### src/rtl/selector_pkg.sv
// -----------------------------------------------------------------------------
// selector_pkg
// Shared constants, types and helpers for the front-panel program selector.
//   NUM_BANKS   : number of program banks
//   BANK_SIZE   : programs per bank, indexed by bank number
//   PICK_W      : width of the program index
//   BLOCK_W     : width of the bank index
//   sel_state_e : load-handshake FSM states
//   BTN_*       : bit positions of the four buttons in packed button vectors
// -----------------------------------------------------------------------------
package selector_pkg;

    localparam int NUM_BANKS = 3;
    localparam int PICK_W    = 4;
    localparam int BLOCK_W   = 2;

    localparam logic [PICK_W-1:0] BANK_SIZE [NUM_BANKS] = '{4'd10, 4'd10, 4'd5};

    localparam int BTN_UP    = 0;
    localparam int BTN_DOWN  = 1;
    localparam int BTN_BLOCK = 2;
    localparam int BTN_LOAD  = 3;
    localparam int NUM_BTNS  = 4;

    typedef enum logic {
        IDLE      = 1'b0,
        LOAD_PEND = 1'b1
    } sel_state_e;

    // Highest legal program index in a bank; unreachable bank 3 maps to 0.
    function automatic logic [PICK_W-1:0] pick_last(input logic [BLOCK_W-1:0] blk);
        logic [PICK_W-1:0] last_s;
        case (blk)
            2'd0:    last_s = BANK_SIZE[0] - 4'd1;
            2'd1:    last_s = BANK_SIZE[1] - 4'd1;
            2'd2:    last_s = BANK_SIZE[2] - 4'd1;
            default: last_s = 4'd0;
        endcase
        return last_s;
    endfunction

    // Next program index, wrapping to 0 past the bank's last entry.
    function automatic logic [PICK_W-1:0] pick_inc(input logic [PICK_W-1:0] pick,
                                                  input logic [BLOCK_W-1:0] blk);
        logic [PICK_W-1:0] nxt_s;
        if (pick >= pick_last(blk)) begin
            nxt_s = 4'd0;
        end else begin
            nxt_s = pick + 4'd1;
        end
        return nxt_s;
    endfunction

    // Previous program index, wrapping from 0 to the bank's last entry.
    function automatic logic [PICK_W-1:0] pick_dec(input logic [PICK_W-1:0] pick,
                                                  input logic [BLOCK_W-1:0] blk);
        logic [PICK_W-1:0] nxt_s;
        if ((pick == 4'd0) || (pick > pick_last(blk))) begin
            nxt_s = pick_last(blk);
        end else begin
            nxt_s = pick - 4'd1;
        end
        return nxt_s;
    endfunction

    // Next bank, wrapping 2 -> 0 so value 3 never appears.
    function automatic logic [BLOCK_W-1:0] block_inc(input logic [BLOCK_W-1:0] blk);
        logic [BLOCK_W-1:0] nxt_s;
        if (blk >= 2'(NUM_BANKS - 1)) begin
            nxt_s = 2'd0;
        end else begin
            nxt_s = blk + 2'd1;
        end
        return nxt_s;
    endfunction

endpackage

### src/rtl/program_selector_if.sv
// -----------------------------------------------------------------------------
// program_selector_if
// Selection/load bus between the program selector and the loader/display.
//   pick     : program index within the bank
//   block    : bank index
//   load_req : load request, pick/block stable while high
//   load_ack : loader acknowledge
// master = selector side, slave = loader side.
// -----------------------------------------------------------------------------
interface program_selector_if;

    logic [selector_pkg::PICK_W-1:0]  pick;
    logic [selector_pkg::BLOCK_W-1:0] block;
    logic                             load_req;
    logic                             load_ack;

    modport master (
        output pick,
        output block,
        output load_req,
        input  load_ack
    );

    modport slave (
        input  pick,
        input  block,
        input  load_req,
        output load_ack
    );

endinterface

### src/rtl/btn_debounce.sv
// -----------------------------------------------------------------------------
// btn_debounce
// 2-flop synchroniser, consecutive-cycle debouncer and rising-edge detector
// for one raw push-button.
//   clk     : system clock
//   rst     : synchronous active-high reset
//   btn_raw : raw asynchronous button
//   level   : debounced level
//   press   : one-cycle pulse on a debounced rising edge
// -----------------------------------------------------------------------------
module btn_debounce #(
    parameter int DEBOUNCE_CYCLES = 1_000_000
) (
    input  logic clk,
    input  logic rst,
    input  logic btn_raw,
    output logic level,
    output logic press
);

    localparam int              CNT_W    = $clog2(DEBOUNCE_CYCLES + 1);
    localparam logic [CNT_W-1:0] CNT_LAST = CNT_W'(DEBOUNCE_CYCLES - 1);

    logic             sync1_r;
    logic             sync2_r;
    logic             level_r;
    logic             press_r;
    logic [CNT_W-1:0] cnt_r;

    // Two-flop synchroniser for the asynchronous button
    always_ff @(posedge clk) begin
        if (rst) begin
            sync1_r <= 1'b0;
            sync2_r <= 1'b0;
        end else begin
            sync1_r <= btn_raw;
            sync2_r <= sync1_r;
        end
    end

    // Debounce counter, level flip after a full run of differing samples, press pulse
    always_ff @(posedge clk) begin
        if (rst) begin
            cnt_r   <= {CNT_W{1'b0}};
            level_r <= 1'b0;
            press_r <= 1'b0;
        end else begin
            press_r <= 1'b0;
            if (sync2_r == level_r) begin
                // Any sample agreeing with the current level restarts the run.
                cnt_r <= {CNT_W{1'b0}};
            end else if (cnt_r == CNT_LAST) begin
                cnt_r   <= {CNT_W{1'b0}};
                level_r <= sync2_r;
                press_r <= sync2_r;
            end else begin
                cnt_r <= cnt_r + CNT_W'(1);
            end
        end
    end

    assign level = level_r;
    assign press = press_r;

endmodule

### src/rtl/program_selector.sv
// -----------------------------------------------------------------------------
// program_selector
// Front-panel program selection: four debounced buttons step a program index
// and bank with per-bank wrap limits, and a load button raises a req/ack load
// request towards the program loader.
//   clk       : system clock
//   rst       : synchronous active-high reset
//   btn_up    : raw button, next program
//   btn_down  : raw button, previous program
//   btn_block : raw button, next bank
//   btn_load  : raw button, request load
//   bus       : pick/block/load_req out, load_ack in (master side)
// -----------------------------------------------------------------------------
module program_selector
    import selector_pkg::*;
#(
    parameter int DEBOUNCE_CYCLES = 1_000_000
) (
    input  logic                      clk,
    input  logic                      rst,
    input  logic                      btn_up,
    input  logic                      btn_down,
    input  logic                      btn_block,
    input  logic                      btn_load,
    program_selector_if.master        bus
);

    logic [NUM_BTNS-1:0] raw_s;
    logic [NUM_BTNS-1:0] press_s;
    logic [NUM_BTNS-1:0] level_unused_s;

    sel_state_e          state_r;
    logic [PICK_W-1:0]   pick_r;
    logic [BLOCK_W-1:0]  block_r;
    logic                load_req_r;

    assign raw_s[BTN_UP]    = btn_up;
    assign raw_s[BTN_DOWN]  = btn_down;
    assign raw_s[BTN_BLOCK] = btn_block;
    assign raw_s[BTN_LOAD]  = btn_load;

    for (genvar g = 0; g < NUM_BTNS; g++) begin : g_btn
        btn_debounce #(
            .DEBOUNCE_CYCLES(DEBOUNCE_CYCLES)
        ) u_btn (
            .clk    (clk),
            .rst    (rst),
            .btn_raw(raw_s[g]),
            .level  (level_unused_s[g]),
            .press  (press_s[g])
        );
    end

    // Load-handshake FSM and pick/block registers; priority load > block > up/down
    always_ff @(posedge clk) begin
        if (rst) begin
            state_r    <= IDLE;
            pick_r     <= {PICK_W{1'b0}};
            block_r    <= {BLOCK_W{1'b0}};
            load_req_r <= 1'b0;
        end else begin
            case (state_r)
                IDLE: begin
                    if (press_s[BTN_LOAD]) begin
                        state_r    <= LOAD_PEND;
                        load_req_r <= 1'b1;
                    end else if (press_s[BTN_BLOCK]) begin
                        block_r <= block_inc(block_r);
                        pick_r  <= {PICK_W{1'b0}};
                    end else if (press_s[BTN_UP] && !press_s[BTN_DOWN]) begin
                        pick_r <= pick_inc(pick_r, block_r);
                    end else if (press_s[BTN_DOWN] && !press_s[BTN_UP]) begin
                        pick_r <= pick_dec(pick_r, block_r);
                    end else begin
                        // No event, or up and down cancelling each other.
                        pick_r <= pick_r;
                    end
                end
                LOAD_PEND: begin
                    // Selection frozen and button events dropped until acknowledged.
                    if (bus.load_ack) begin
                        state_r    <= IDLE;
                        load_req_r <= 1'b0;
                    end else begin
                        load_req_r <= 1'b1;
                    end
                end
                default: begin
                    state_r    <= IDLE;
                    load_req_r <= 1'b0;
                end
            endcase
        end
    end

    assign bus.pick     = pick_r;
    assign bus.block    = block_r;
    assign bus.load_req = load_req_r;

endmodule

### src/flat_wrapper.sv
// flat-port wrapper written by rule: the top's interface ports become plain ports
module program_selector_flat import selector_pkg::*;
#(
    parameter int DEBOUNCE_CYCLES = 1_000_000
)
  (clk, rst, btn_up, btn_down, btn_block, btn_load, bus_pick, bus_block, bus_load_req, bus_load_ack);
  program_selector_if bus_i ();
  input  logic clk;
  input  logic rst;
  input  logic btn_up;
  input  logic btn_down;
  input  logic btn_block;
  input  logic btn_load;
  output wire logic [$bits(bus_i.pick)-1:0] bus_pick;
  output wire logic [$bits(bus_i.block)-1:0] bus_block;
  output wire logic [$bits(bus_i.load_req)-1:0] bus_load_req;
  input wire logic [$bits(bus_i.load_ack)-1:0] bus_load_ack;
  assign bus_pick = bus_i.pick;
  assign bus_block = bus_i.block;
  assign bus_load_req = bus_i.load_req;
  assign bus_i.load_ack = bus_load_ack;
  program_selector #(.DEBOUNCE_CYCLES(DEBOUNCE_CYCLES)) u_core (.clk(clk), .rst(rst), .btn_up(btn_up), .btn_down(btn_down), .btn_block(btn_block), .btn_load(btn_load), .bus(bus_i));
endmodule
### config.mk
export PLATFORM = sky130hd
export DESIGN_NAME = program_selector_flat
export DESIGN_NICKNAME = d
export VERILOG_FILES = /design/src/rtl/selector_pkg.sv /design/src/rtl/program_selector_if.sv /design/src/rtl/btn_debounce.sv /design/src/rtl/program_selector.sv /design/src/flat_wrapper.sv
export SDC_FILE = /design/constraint.sdc
export NUM_CORES = 1
export LEC_CHECK = 0
export ABC_CLOCK_PERIOD_IN_PS = 6550
export BUFFER_PORTS_ARGS = -buffer_cell sky130_fd_sc_hd__buf_2
export CAP_MARGIN = 0
export CORE_UTILIZATION = 40
export DETAILED_ROUTE_END_ITERATION = 7
export PLACE_DENSITY = 0.6
export SYNTH_ARGS = -nofsm -noshare
export SYNTH_HDL_FRONTEND = slang
export SYNTH_SLANG_ARGS = --single-unit
export TNS_END_PERCENT = 5
### constraint.sdc
create_clock -name clk -period 6.55 [get_ports clk]
set_clock_uncertainty 0.2 [all_clocks]
set_input_delay 0.655 -clock clk [delete_from_list [all_inputs] [get_ports clk]]
set_output_delay 0.655 -clock clk [all_outputs]
set_load 0.05 [all_outputs]
Word-level counts from Yosys, hierarchy flattened
Cells that the tools add are included.
W data, S select, Z words.
- latch bits: 0
- register bits after elaboration: 104
- output and inout port bits: 7
- input bits: 7
- memory bits (writable): 0
- bits in read-only memories: 0
- memories kept: 0
- bitwise operators: 10
- mux-type cells: 23
- divide/modulo/power cells: 0
- $mul: 0
- order comparisons: 3
- $add $sub $neg: 7
- reductions and logical operators: 23
- equality and inequality tests: 11
- shift-type cells: 0
- operators by type and width (cell ; number):
    $add A20 B1 Y20 const B ; 4
    $eq A20 B20 Y1 const B ; 4
    $mux W4 ; 16
    $reduce_or A3 Y1 ; 8
    $not A1 Y1 ; 10
    $pmux W4 S2 ; 1
    $reduce_and A2 Y1 ; 4
    $reduce_and A3 Y1 ; 2
    $add A4 B1 Y4 const B ; 1
    $eq A1 B1 Y1 ; 4
    $ge A4 B4 Y1 ; 1
    $gt A4 B4 Y1 ; 1
    $logic_not A4 Y1 ; 1
    $pmux W1 S2 ; 2
    $sub A4 B1 Y4 const B ; 1
    $mux W1 ; 3
    $reduce_bool A3 Y1 ; 1
    $add A2 B1 Y2 const B ; 1
    $eq A2 B1 Y1 const B ; 1
    $eq A2 B2 Y1 const B ; 1
    $ge A2 B2 Y1 const B ; 1
    $logic_and A1 B1 Y1 ; 2
    $logic_not A1 Y1 ; 2
    $logic_not A2 Y1 ; 1
    other kinds (4) ; 4

Depth between registers and ports, before layout
Gate-level depths: netlist (run 1).
- depth in word-level cells: 15
- mapped depth: 7
- mapped depth without buffers: 7

Modules after synthesis
Synthesis (run 1) repeated with hierarchy kept, for this count alone.
- cells, all modules: 574
- area, all modules: 4974.8 µm²
- by module, submodules not included (module ; sequential area each (µm²) ; instances ; area an instance (µm²) ; cells an instance):
    btn_debounce ; 480.5 ; 4 ; 1079.8 ; 123
    program_selector ; 160.2 ; 1 ; 655.6 ; 82

Worst setup path after synthesis (run 1)
No wires, ideal clock.
- path type: flip-flop to flip-flop
- from: register u_core.block_r[1], in the netlist u_core.bus.block[1]
- to: register u_core.pick_r[0], in the netlist u_core.bus.pick[0]
- arrival: 2.196 ns
- slack: 4.058 ns
- stages on the path, launching flop included: 8
- cells stage by stage: dfxtp_1 -> nand2b_1 -> ha_1 -> and4b_1 -> nor2_1 -> a21oi_1 -> or4_1 -> o311ai_1
- cells in the longest elaborated chain, start to end: 15
- elaborated cells between the ends (all ways): 24
- those cells by class: order compare: 2; eq/ne: 2; mux: 17; reduce/logical: 3
- RTL lines (what ; line ; source):
    start: declaration ; program_selector.sv:34 ; logic [BLOCK_W-1:0] block_r;
    start signal: assignment ; program_selector.sv:59 ; block_r <= {BLOCK_W{1'b0}};
    start signal: assignment ; program_selector.sv:68 ; block_r <= block_inc(block_r);
    $eq A2 B1 Y1 / $logic_not A2 Y1 (equally long branches) ; selector_pkg.sv:33 ; case (blk)
    $reduce_or A2 Y1 (no line) ; -- ;
    $pmux W4 S2 (*) ; selector_pkg.sv:33 ;
    $mux W4 ; program_selector.sv:72 ; end else if (press_s[BTN_DOWN] && !press_s[BTN_UP]) begin
    $mux W4 ; program_selector.sv:70 ; end else if (press_s[BTN_UP] && !press_s[BTN_DOWN]) begin
    $mux W4 ; program_selector.sv:67 ; end else if (press_s[BTN_BLOCK]) begin
    $mux W4 ; program_selector.sv:64 ; if (press_s[BTN_LOAD]) begin
    $mux W4 ; program_selector.sv:62 ; case (state_r)
    $mux W4 ; program_selector.sv:56 ; if (rst) begin
    $gt A4 B4 Y1 ; selector_pkg.sv:58 ; if ((pick == 4'd0) || (pick > pick_last(blk))) begin
    $logic_or A1 B1 Y1 ; selector_pkg.sv:58 ;
    $mux W4 ; selector_pkg.sv:58 ;
    $mux W4 ; program_selector.sv:72 ;
    $mux W4 (*) ; program_selector.sv:70 ;
    $mux W4 (*) ; program_selector.sv:67 ;
    end signal: assignment ; program_selector.sv:69 ; pick_r <= {PICK_W{1'b0}};
    end signal: assignment ; program_selector.sv:71 ; pick_r <= pick_inc(pick_r, block_r);
    end signal: assignment ; program_selector.sv:73 ; pick_r <= pick_dec(pick_r, block_r);
    end: declaration ; program_selector.sv:33 ; logic [PICK_W-1:0] pick_r;
Mark *: on every way between the ends. The rest lies on a longest branch, timed or not. The select of a mux whose other input is x is not followed.
A chain may end at the register's enable or synchronous reset.

Worst setup path in the final report (run 1)
Ends and elaborated chain as after synthesis.

==> flow_results.org, run 1 <==
** Route
- Total routed wire length on the met1 layer :: 3910 um
- Wire length per cell after detailed routing :: 11.8 um
- 1st-iter DRT viols :: 136
- In the routed design, unresolved DRC markers number 0.
- Wire segments on met2 add up to 3490 um in the final route.
- Post-DRT Antenna Nets :: 0
- Post-detailed-route via-to-cell ratio :: 5.04
- Highest signal layer in the routed design :: met4
- Total iterations of the first detailed-routing run :: 4
- The routed design uses 377 um of met3 wire.
- Summed over all layers, the routed wires come to 7870 um.
- The final route contains 3,371 vias.

** Critical path
- The largest individual stage delay along the critical path comes from the cell dfxtp_1.
- Top fanout value on the critical path :: 9
- Nature of the critical path startpoint :: flip-flop
- Walking the worst path, the cells encountered are nand2b_1 > ha_1 > and4b_1 > nor2_1 > a21oi_1 > or4_1 > o311ai_1.
- Crit path arrival time :: 2.43 ns
- For this run, the slowest stage of the critical path takes 0.49 ns.
- Required time at the endpoint of the critical path :: 6.61 ns
- RR Endpoint :: u_core.bus.pick[0]
- The critical path is of the reg -> reg type.
- The number of buffers and inverters on the critical path is 0.
- Register-to-register setup slack :: 4.18 ns
- Worst r2r path cells :: 7
- The worst register-to-register path begins at u_core.bus.block[1].
- Worst setup EP type :: flip-flop
- The kind of cell with the highest combined delay along the critical path is simple AND/OR/NAND/NOR gates.

** Synth
- Averaged over all synthesized cells, the footprint is 8.99 um^2.
- Of the post-synthesis cell area, the dominant cell type holds 0.452.
- In this run, synthesis produced a sequential element count of 104.
- The mapped netlist covers 0.00460 mm^2.
- Most frequently used flop master after synthesis :: dfxtp_1
- For this run, the register share of the synthesized area comes to 0.452.
- Yosys Warn Count :: 0
- Number of synthesized flops with an enable pin :: 0
- Share of flip-flops with an asynchronous set or reset after synthesis :: 0
- Top cells by area in the synthesized netlist :: dfxtp_1 45%, xor2_1 9.3%, nor2_1 8.3%
- Synthesized instance count :: 512
- After synthesis, the netlist uses 50 different library cells.
- Library cell with the largest summed area after synthesis :: dfxtp_1
- Counting every net in the synthesized netlist gives 528.

** Worst hold path
- Depth of the worst hold-timing path :: 1
- Hold_sp :: u_core.g_btn[0].u_btn.sync1_r
- Class of the most critical hold timing path :: reg -> reg
- End of the worst hold path :: u_core.g_btn[0].u_btn.sync2_r

** STA
- Count of pins over their slew limit :: 0
- After routing, the total negative slack on setup checks comes to 0 ns.
- Number of setup violations in the final report :: 0
- Share of the clock period used by the worst path :: 0.362
- Headroom to the max-slew limit came out at 0.502.
- Total count of hold-check failures in the final report :: 0
- Setup repair after global routing left no endpoint under its margin.
- Hold Worst Slack :: 0.241 ns
- Actual transition at the worst max-transition pin :: 0.742 ns
- After layout, the minimum clock period comes to 2.37 ns.
- FMAX :: 422 MHz

** Cells and area
- Most common library cell in the layout ignoring fill and taps :: dfxtp_1
- The repair_antennas step left the layout with diodes totalling 0.
- Layout cells sized above 1 :: 0.0794
- Post-layout nets :: 540
- Final-layout fill cell count :: 1,082
- Commonest cells after routing, fill and taps aside :: 104 x dfxtp_1, 102 x nor2_1, 49 x xor2_1
- The finished cells cover 0.00509 mm^2.
- Area Growth Syn to Fin :: 10.5%

** Die
- The die is 109 um wide.
- The floorplan step defined a die boundary enclosing 0.0119 mm^2.
- After floorplanning, the core was sized to cover 0.0110 mm^2.
- Overall die height :: 109 um
- IO Count :: 14
- Starting utilization of the core area :: 0.417
- The floorplan has 38 rows.

** GRT
- Entering global routing, the biggest net connects 29 pins.
- Overall Global Routing Usage :: 0.153
- Wire length of the first global-routing pass :: 14,500 um
- Number of antenna violations at the first check in global routing :: 0
- Overall overflow remaining after global route :: 0
- Number of global-route vias before repair :: 3,250

** CTS
- Clock-pin slew reported for the worst setup and hold paths after clock tree synthesis :: 0.07 ns
- Clock insertion delay at the later pin of the skew report :: 0.34 ns
- No sink is reached through more buffers than the 2 on the longest clock path.
- TritonCTS built the clock tree.
- Clock tree synthesis inserted a total of 9 buffers.
- The clock net in this run drives a total of 104 sinks.
- Cts hold-fix bufs :: 0
- CTS placed an instance of clkbuf_16 at the clock tree root.
- Level count of the clock H-tree :: 3
- Setup bufs post-CTS :: 0
- Post_cts resized :: 0

** Power and ir drop
- Pint :: 979 uW
- Of the total power, registers draw 0.519.
- Across the VDD grid, the largest voltage drop is 0.157 mV.
- Pwr Density :: 241 mW/mm^2
- Of the total power, the share spent switching nets is 0.203.
- Pwr Total :: 1230 uW
- Combinational share of power :: 0.011
- Relative contribution of the clock network to total power :: 0.470
- Summed over all nets, the switching power comes to 249 uW.
- Summed over all cells, the static leakage comes to 0.00176 uW.

** Placed design
- Once detailed placement completed, the half-perimeter wirelength came to 5540 um.
- In this run the cell area measured after placement is 0.00476 mm^2.
- Routability-driven placement finished with a final weighted congestion of 0.898.
- The count of buffers added on input and output ports is 13.

** Run status
- Outcome :: finished, final reports clean

** Flow run
- Max-cap violations in this run came to 0.
## worst reg2reg max path, cell delays in order (launching register included)
cell	delay (ns)
dfxtp_1	0.49
nand2b_1	0.13
ha_1	0.32
and4b_1	0.26
nor2_1	0.24
a21oi_1	0.14
or4_1	0.43
o311ai_1	0.10
## routing by layer
layer / up-vias / GRT usage
li1: 1770 / -
met3: 10 / 0.0486
met5: - / 0
met1: 1532 / 0.195
met4: 0 / 0.0457
met2: 59 / 0.246
## flip-flops by register name (all words and copies together) (netlist names), 2 cells and up
signal,count
u_core.bus.block,2
u_core.g_btn.u_btn.press,4
u_core.g_btn.u_btn.cnt_r,80
u_core.g_btn.u_btn.sync2_r,4
u_core.g_btn.u_btn.sync1_r,4
u_core.g_btn.u_btn.level,4
u_core.bus.pick,4
## through the flow
step	instances	setup slack [ns]	utilization
floorplan	512	4.06	-
global placement	653	4.28	0.432
detailed placement	653	4.17	0.432
CTS	669	4.17	0.461
global route	669	3.98	0.461
finish	669	4.18	0.461
## layout make-up
type	instances	area (um^2)	area share
Sequential cell	104	2080	0.409
Clock buffer	9	225	0.0442
Tap cell	140	175	0.0344
Clock inverter	7	103	0.0202
Timing Repair Buffer	13	65.1	0.0128
Multi-Input combinational cell	386	2400	0.472
Inverter	10	37.5	0.00737
## worst max-delay path by stage
stage          slack, ns  cells after the start                      startpoint                         endpoint
2_1_floorplan       4.06                      7             u_core.bus.block[1]               u_core.bus.pick[0]
3_3_place_gp        4.28                      5                             rst               u_core.bus.pick[0]
3_5_place_dp        4.17                      6  u_core.g_btn[0].u_btn.cnt_r[0]  u_core.g_btn[0].u_btn.cnt_r[18]
4_1_cts             4.17                      6  u_core.g_btn[0].u_btn.cnt_r[0]   u_core.g_btn[0].u_btn.cnt_r[3]
5_1_grt             3.98                      7             u_core.bus.block[1]               u_core.bus.pick[0]
6_report            4.18                      7             u_core.bus.block[1]               u_core.bus.pick[0]
## cells by family (layout without fill, tap and decap cells)
kind of cell | after synthesis | in the layout | share of synthesized area
AND/OR/NAND/NOR | 266 | 266 | 0.298
flip-flops | 104 | 104 | 0.452
XOR/XNOR | 76 | 76 | 0.145
AO/OA/AOI/OAI | 30 | 30 | 0.0435
buffers and inverters | 22 | 39 | 0.0261
adder cells (fa/ha/maj) | 9 | 9 | 0.0245
multiplexers | 5 | 5 | 0.0109
## synthesized netlist by cell type, drive strengths merged, types with 2 or more instances
cell type,n
a211oi,4
a21oi,9
and3,13
and4,7
buf,7
clkbuf,5
dfxtp,104
ha,9
inv,10
mux2i,5
nand2,32
nand2b,4
nand3,46
nand4,11
nor2,102
nor2b,9
nor3,13
nor4,10
nor4b,7
o21ai,3
o31ai,4
or3,5
or4,2
xnor2,27
xor2,49
## power groups by stage
stage | clock network (uW) | registers, uW | logic (uW)
floorplan | 0 | 651 | 11.5
global placement | 0 | 651 | 13.5
detailed placement | 0 | 652 | 13.8
CTS | 600 | 637 | 13.8
global route | 623 | 637 | 15.6
finish | 577 | 637 | 13.5
Note: power is estimated with default switching activity, not from simulation.
==> inputs of run 2 (changes only) <==
ABC_CLOCK_PERIOD_IN_PS = 2300   (was 6550)
clock period = 2.3 ns   (was 6.55 ns; I/O delays follow)
==> run 2 against run 1 <==
First-iteration DRC count increased by 13%. Critical path type unchanged. Core utilization increased by 0.56 points. Critical path depth stayed put. Sequential share of layout area fell by 0.34 points. Global-route usage fell by 0.76 points. Maximum frequency is 8.3% higher. Clock power grew 140%. Sequential power rose to 2.8 times the previous value. Register-to-register slack worse by 4.1 ns.
==> flow_results.org, run 2 (synthesis gave the netlist of run 1 again) <==
** Placed design
- HPWL after DPL :: 5570 um (+0.44%)
- Gpl congestion :: 0.875 (-2.5%)
- Pre-CTS worst setup slack :: 0.0203 ns (-4.15 ns)
- The placed cell count came to 659 (+0.92%).
- The number of buffer cells added on primary ports came to 13 (unchanged).

** GRT
- Overall overflow remaining after global route :: 0 (unchanged)
- The initial antenna violation count came to 0 (unchanged).
- The wire length of the first global-routing pass came to 13,800 um (-4.3%).
- Overall Global Routing Usage :: 0.145 (-0.00765)
- Maximum number of pins on one net before global-route repair :: 28 (-3.4%)
- Number of global-route vias before repair :: 3,209 (-1.3%)

** CTS
- TritonCTS clock tree :: yes
- The number of buffers inserted during clock tree synthesis was 9 (unchanged).
- Clk root buf :: clkbuf_16
- The level count of the clock H-tree is 3 (unchanged).
- Clock-pin slew reported for the worst setup and hold paths after clock tree synthesis :: 0.07 ns (about the same)
- Setup bufs post-CTS :: 0 (unchanged)
- The CTS sink count was 104 (unchanged).
- Maximum root-to-sink buffer count :: 2 (unchanged)
- The worst-skew pair later-pin latency came to 0.34 ns (about the same).

** Cells and area
- The count of nets after finishing was 551 (+2.0%).
- Ant. Diodes :: 0 (unchanged)
- The library cell used most frequently in the layout, excluding fill and tap cells, is nor2_1.
- The final cell count without fillers was 680 (+1.6%).
- Area taken by multi-input logic gates :: 0.00241 mm^2 (+0.31%)
- The number of fillers in the final layout was 1,067 (-1.4%).
- Layout cells sized above 1 :: 0.0944 (+0.0150)
- Final Core Density :: 0.467 (+0.00556)
- Max reg flops :: 80 (unchanged)
- Ranked by flip-flop count, first place goes to u_core.g_btn.u_btn.cnt_r.
- The area growth from synthesis to layout is 11.9%.
- The area of all sequential standard cells is 0.00209 mm^2 (+0.36%).
- Commonest cells after routing, fill and taps aside :: 101 x nor2_1, 100 x dfxtp_1, 49 x xor2_1

** Run status
- Outcome :: finished, final reports clean

** Critical path
- The critical path is of the reg -> reg type.
- The largest fanout on the critical path came to 5 (-4).
- The data arrival time of the critical path came to 2.23 ns (-0.20 ns).
- Required time at the endpoint of the critical path :: 2.34 ns (-4.27 ns)
- Worst setup EP type :: flip-flop
- Nature of the critical path startpoint :: flip-flop

** Die
- The overall die height was 109 um (unchanged).
- The area of the core region is 0.0110 mm^2 (unchanged).
- IO Count :: 14 (unchanged)
- Row count :: 38 (unchanged)
- The starting density of the core is 0.417 (unchanged).
- The total die area came to 0.0119 mm^2 (unchanged).
- The die extent in x came to 109 um (unchanged).

** STA
- The minimum clock period after layout came to 2.19 ns (-0.182 ns).
- The number of pins with negative max-slew slack in the final report was 0 (unchanged).
- Setup repair after global routing missed its margin :: false
- Normalized max-slew margin :: 0.648 (+0.146)
- Share of the clock period used by the worst path :: 0.952 (+0.590)
- The slew at the pin with the worst max-slew slack was 0.523 ns (-0.219 ns).
- Number of setup violations in the final report :: 0 (unchanged)
- The final sum of negative setup slack is 0 ns (unchanged).
- FMAX :: 456 MHz (+8.3%)
- Worst setup margin :: 0.109 ns (-4.07 ns)
- Total count of hold-check failures in the final report :: 0 (unchanged)

** Power and ir drop
- Pwr Density :: 629 mW/mm^2 (+160%)
- The leakage dissipation came to 0.00179 uW (+1.6%).
- Worst VDD drop :: 0.370 mV (+140%)

** Worst hold path
- The tightest min-delay check is of the in -> reg type.

** Route
- The met3 routed wirelength is 224 um (-41%).
- The number of design-rule violations left by the first detailed-router iteration is 154 (+13%).
- The total number of vias is 3,377 (+0.18%).
- The amount of wire on met2 after detailed routing is 3420 um (-2.2%).
- The DRC violation count after routing was 0 (unchanged).
- Post-Route WL :: 7880 um (+0.15%)
- Total routed wire length on the met1 layer :: 4090 um (+4.6%)
- The detailed router used layers up to and including met4.
- The via density per instance is 4.97 (-1.4%).
- The remaining antenna violation count after routing came to 0 (unchanged).
- The wire length per cell after detailed routing is 11.6 um (-1.5%).
- The detailed-routing iteration count for the pre-antenna-repair pass is 4 (unchanged).

** Flow run
- Max-Cap Viols :: 0 (unchanged)
[run 2: cell count changes in the layout (fill, tap and decap cells not counted)]
cell	before	now
dlygate4sd3_1	0	5
dfxtp_2	0	3
inv_6	2	0
bufinv_16	2	0
buf_12	0	1
clkbuf_1	0	2
clkinvlp_4	1	2
nor2_4	0	1
buf_4	0	5
dfxtp_4	0	1
clkinv_4	2	1
nor2_1	102	101
clkinv_2	0	2
dfxtp_1	104	100
[run 2: worst paths after layout]
kind | end | startpoint | cells after the start | slack (ns)
setup / recovery | u_core.bus.pick[0] | u_core.bus.block[0] | 7 | 0.11
hold / removal | u_core.bus.pick[3] | rst | 4 | 0.15
setup reg to reg | u_core.bus.pick[0] | u_core.bus.block[0] | 7 | 0.11
hold reg to reg | u_core.g_btn[0].u_btn.sync2_r | u_core.g_btn[0].u_btn.sync1_r | 1 | 0.23
[run 2: worst max-delay path, stage by stage (launching register included)]
cell and delay [ns]:
dfxtp_2 0.34, nand2b_1 0.18, ha_1 0.33, and4b_1 0.29
nor2_4 0.16, a21oi_1 0.11, or4_1 0.40, o311ai_1 0.09
[run 2: what timing repair did]
action / CTS / global route
hold endpoints to repair: 6 / 0
setup endpoints to repair: 0 / 2
hold buffers: 5 / 0
resized for setup: 0 / 3
[run 2: power by group]
group | internal [uW] | leakage, uW | total, uW | switching (uW)
combinational | 22.8 | 0.000821 | 49.9 | 27.0
clock | 733 | 0.000126 | 1380 | 643
sequential | 1810 | 0.000842 | 1810 | 4.95
total | 2560 | 0.00179 | 3240 | 675
[run 2: cell type report]
class | count | area share
clock buffer | 11 | 0.0452
clock inverter | 5 | 0.00656
inverter | 10 | 0.00729
multi-input combinational | 386 | 0.468
sequential | 104 | 0.406
tap | 140 | 0.0340
timing repair buffer | 24 | 0.0335
[run 2: metrics by stage]
step	power [uW]	hold WS, ns	instance area [um^2]
2_1_floorplan	1890	0.134	4610
3_3_place_gp	1900	0.218	4820
3_5_place_dp	1900	0.225	4820
4_1_cts	3290	0.139	5140
5_1_grt	3360	0.179	5150
6_report	3240	0.150	5150
[run 2: per-layer routing]
metal	vias to the layer above	GRT usage
met5	-	0
met4	0	0.0762
met3	13	0.0243
met2	44	0.229
met1	1523	0.191
li1	1797	-
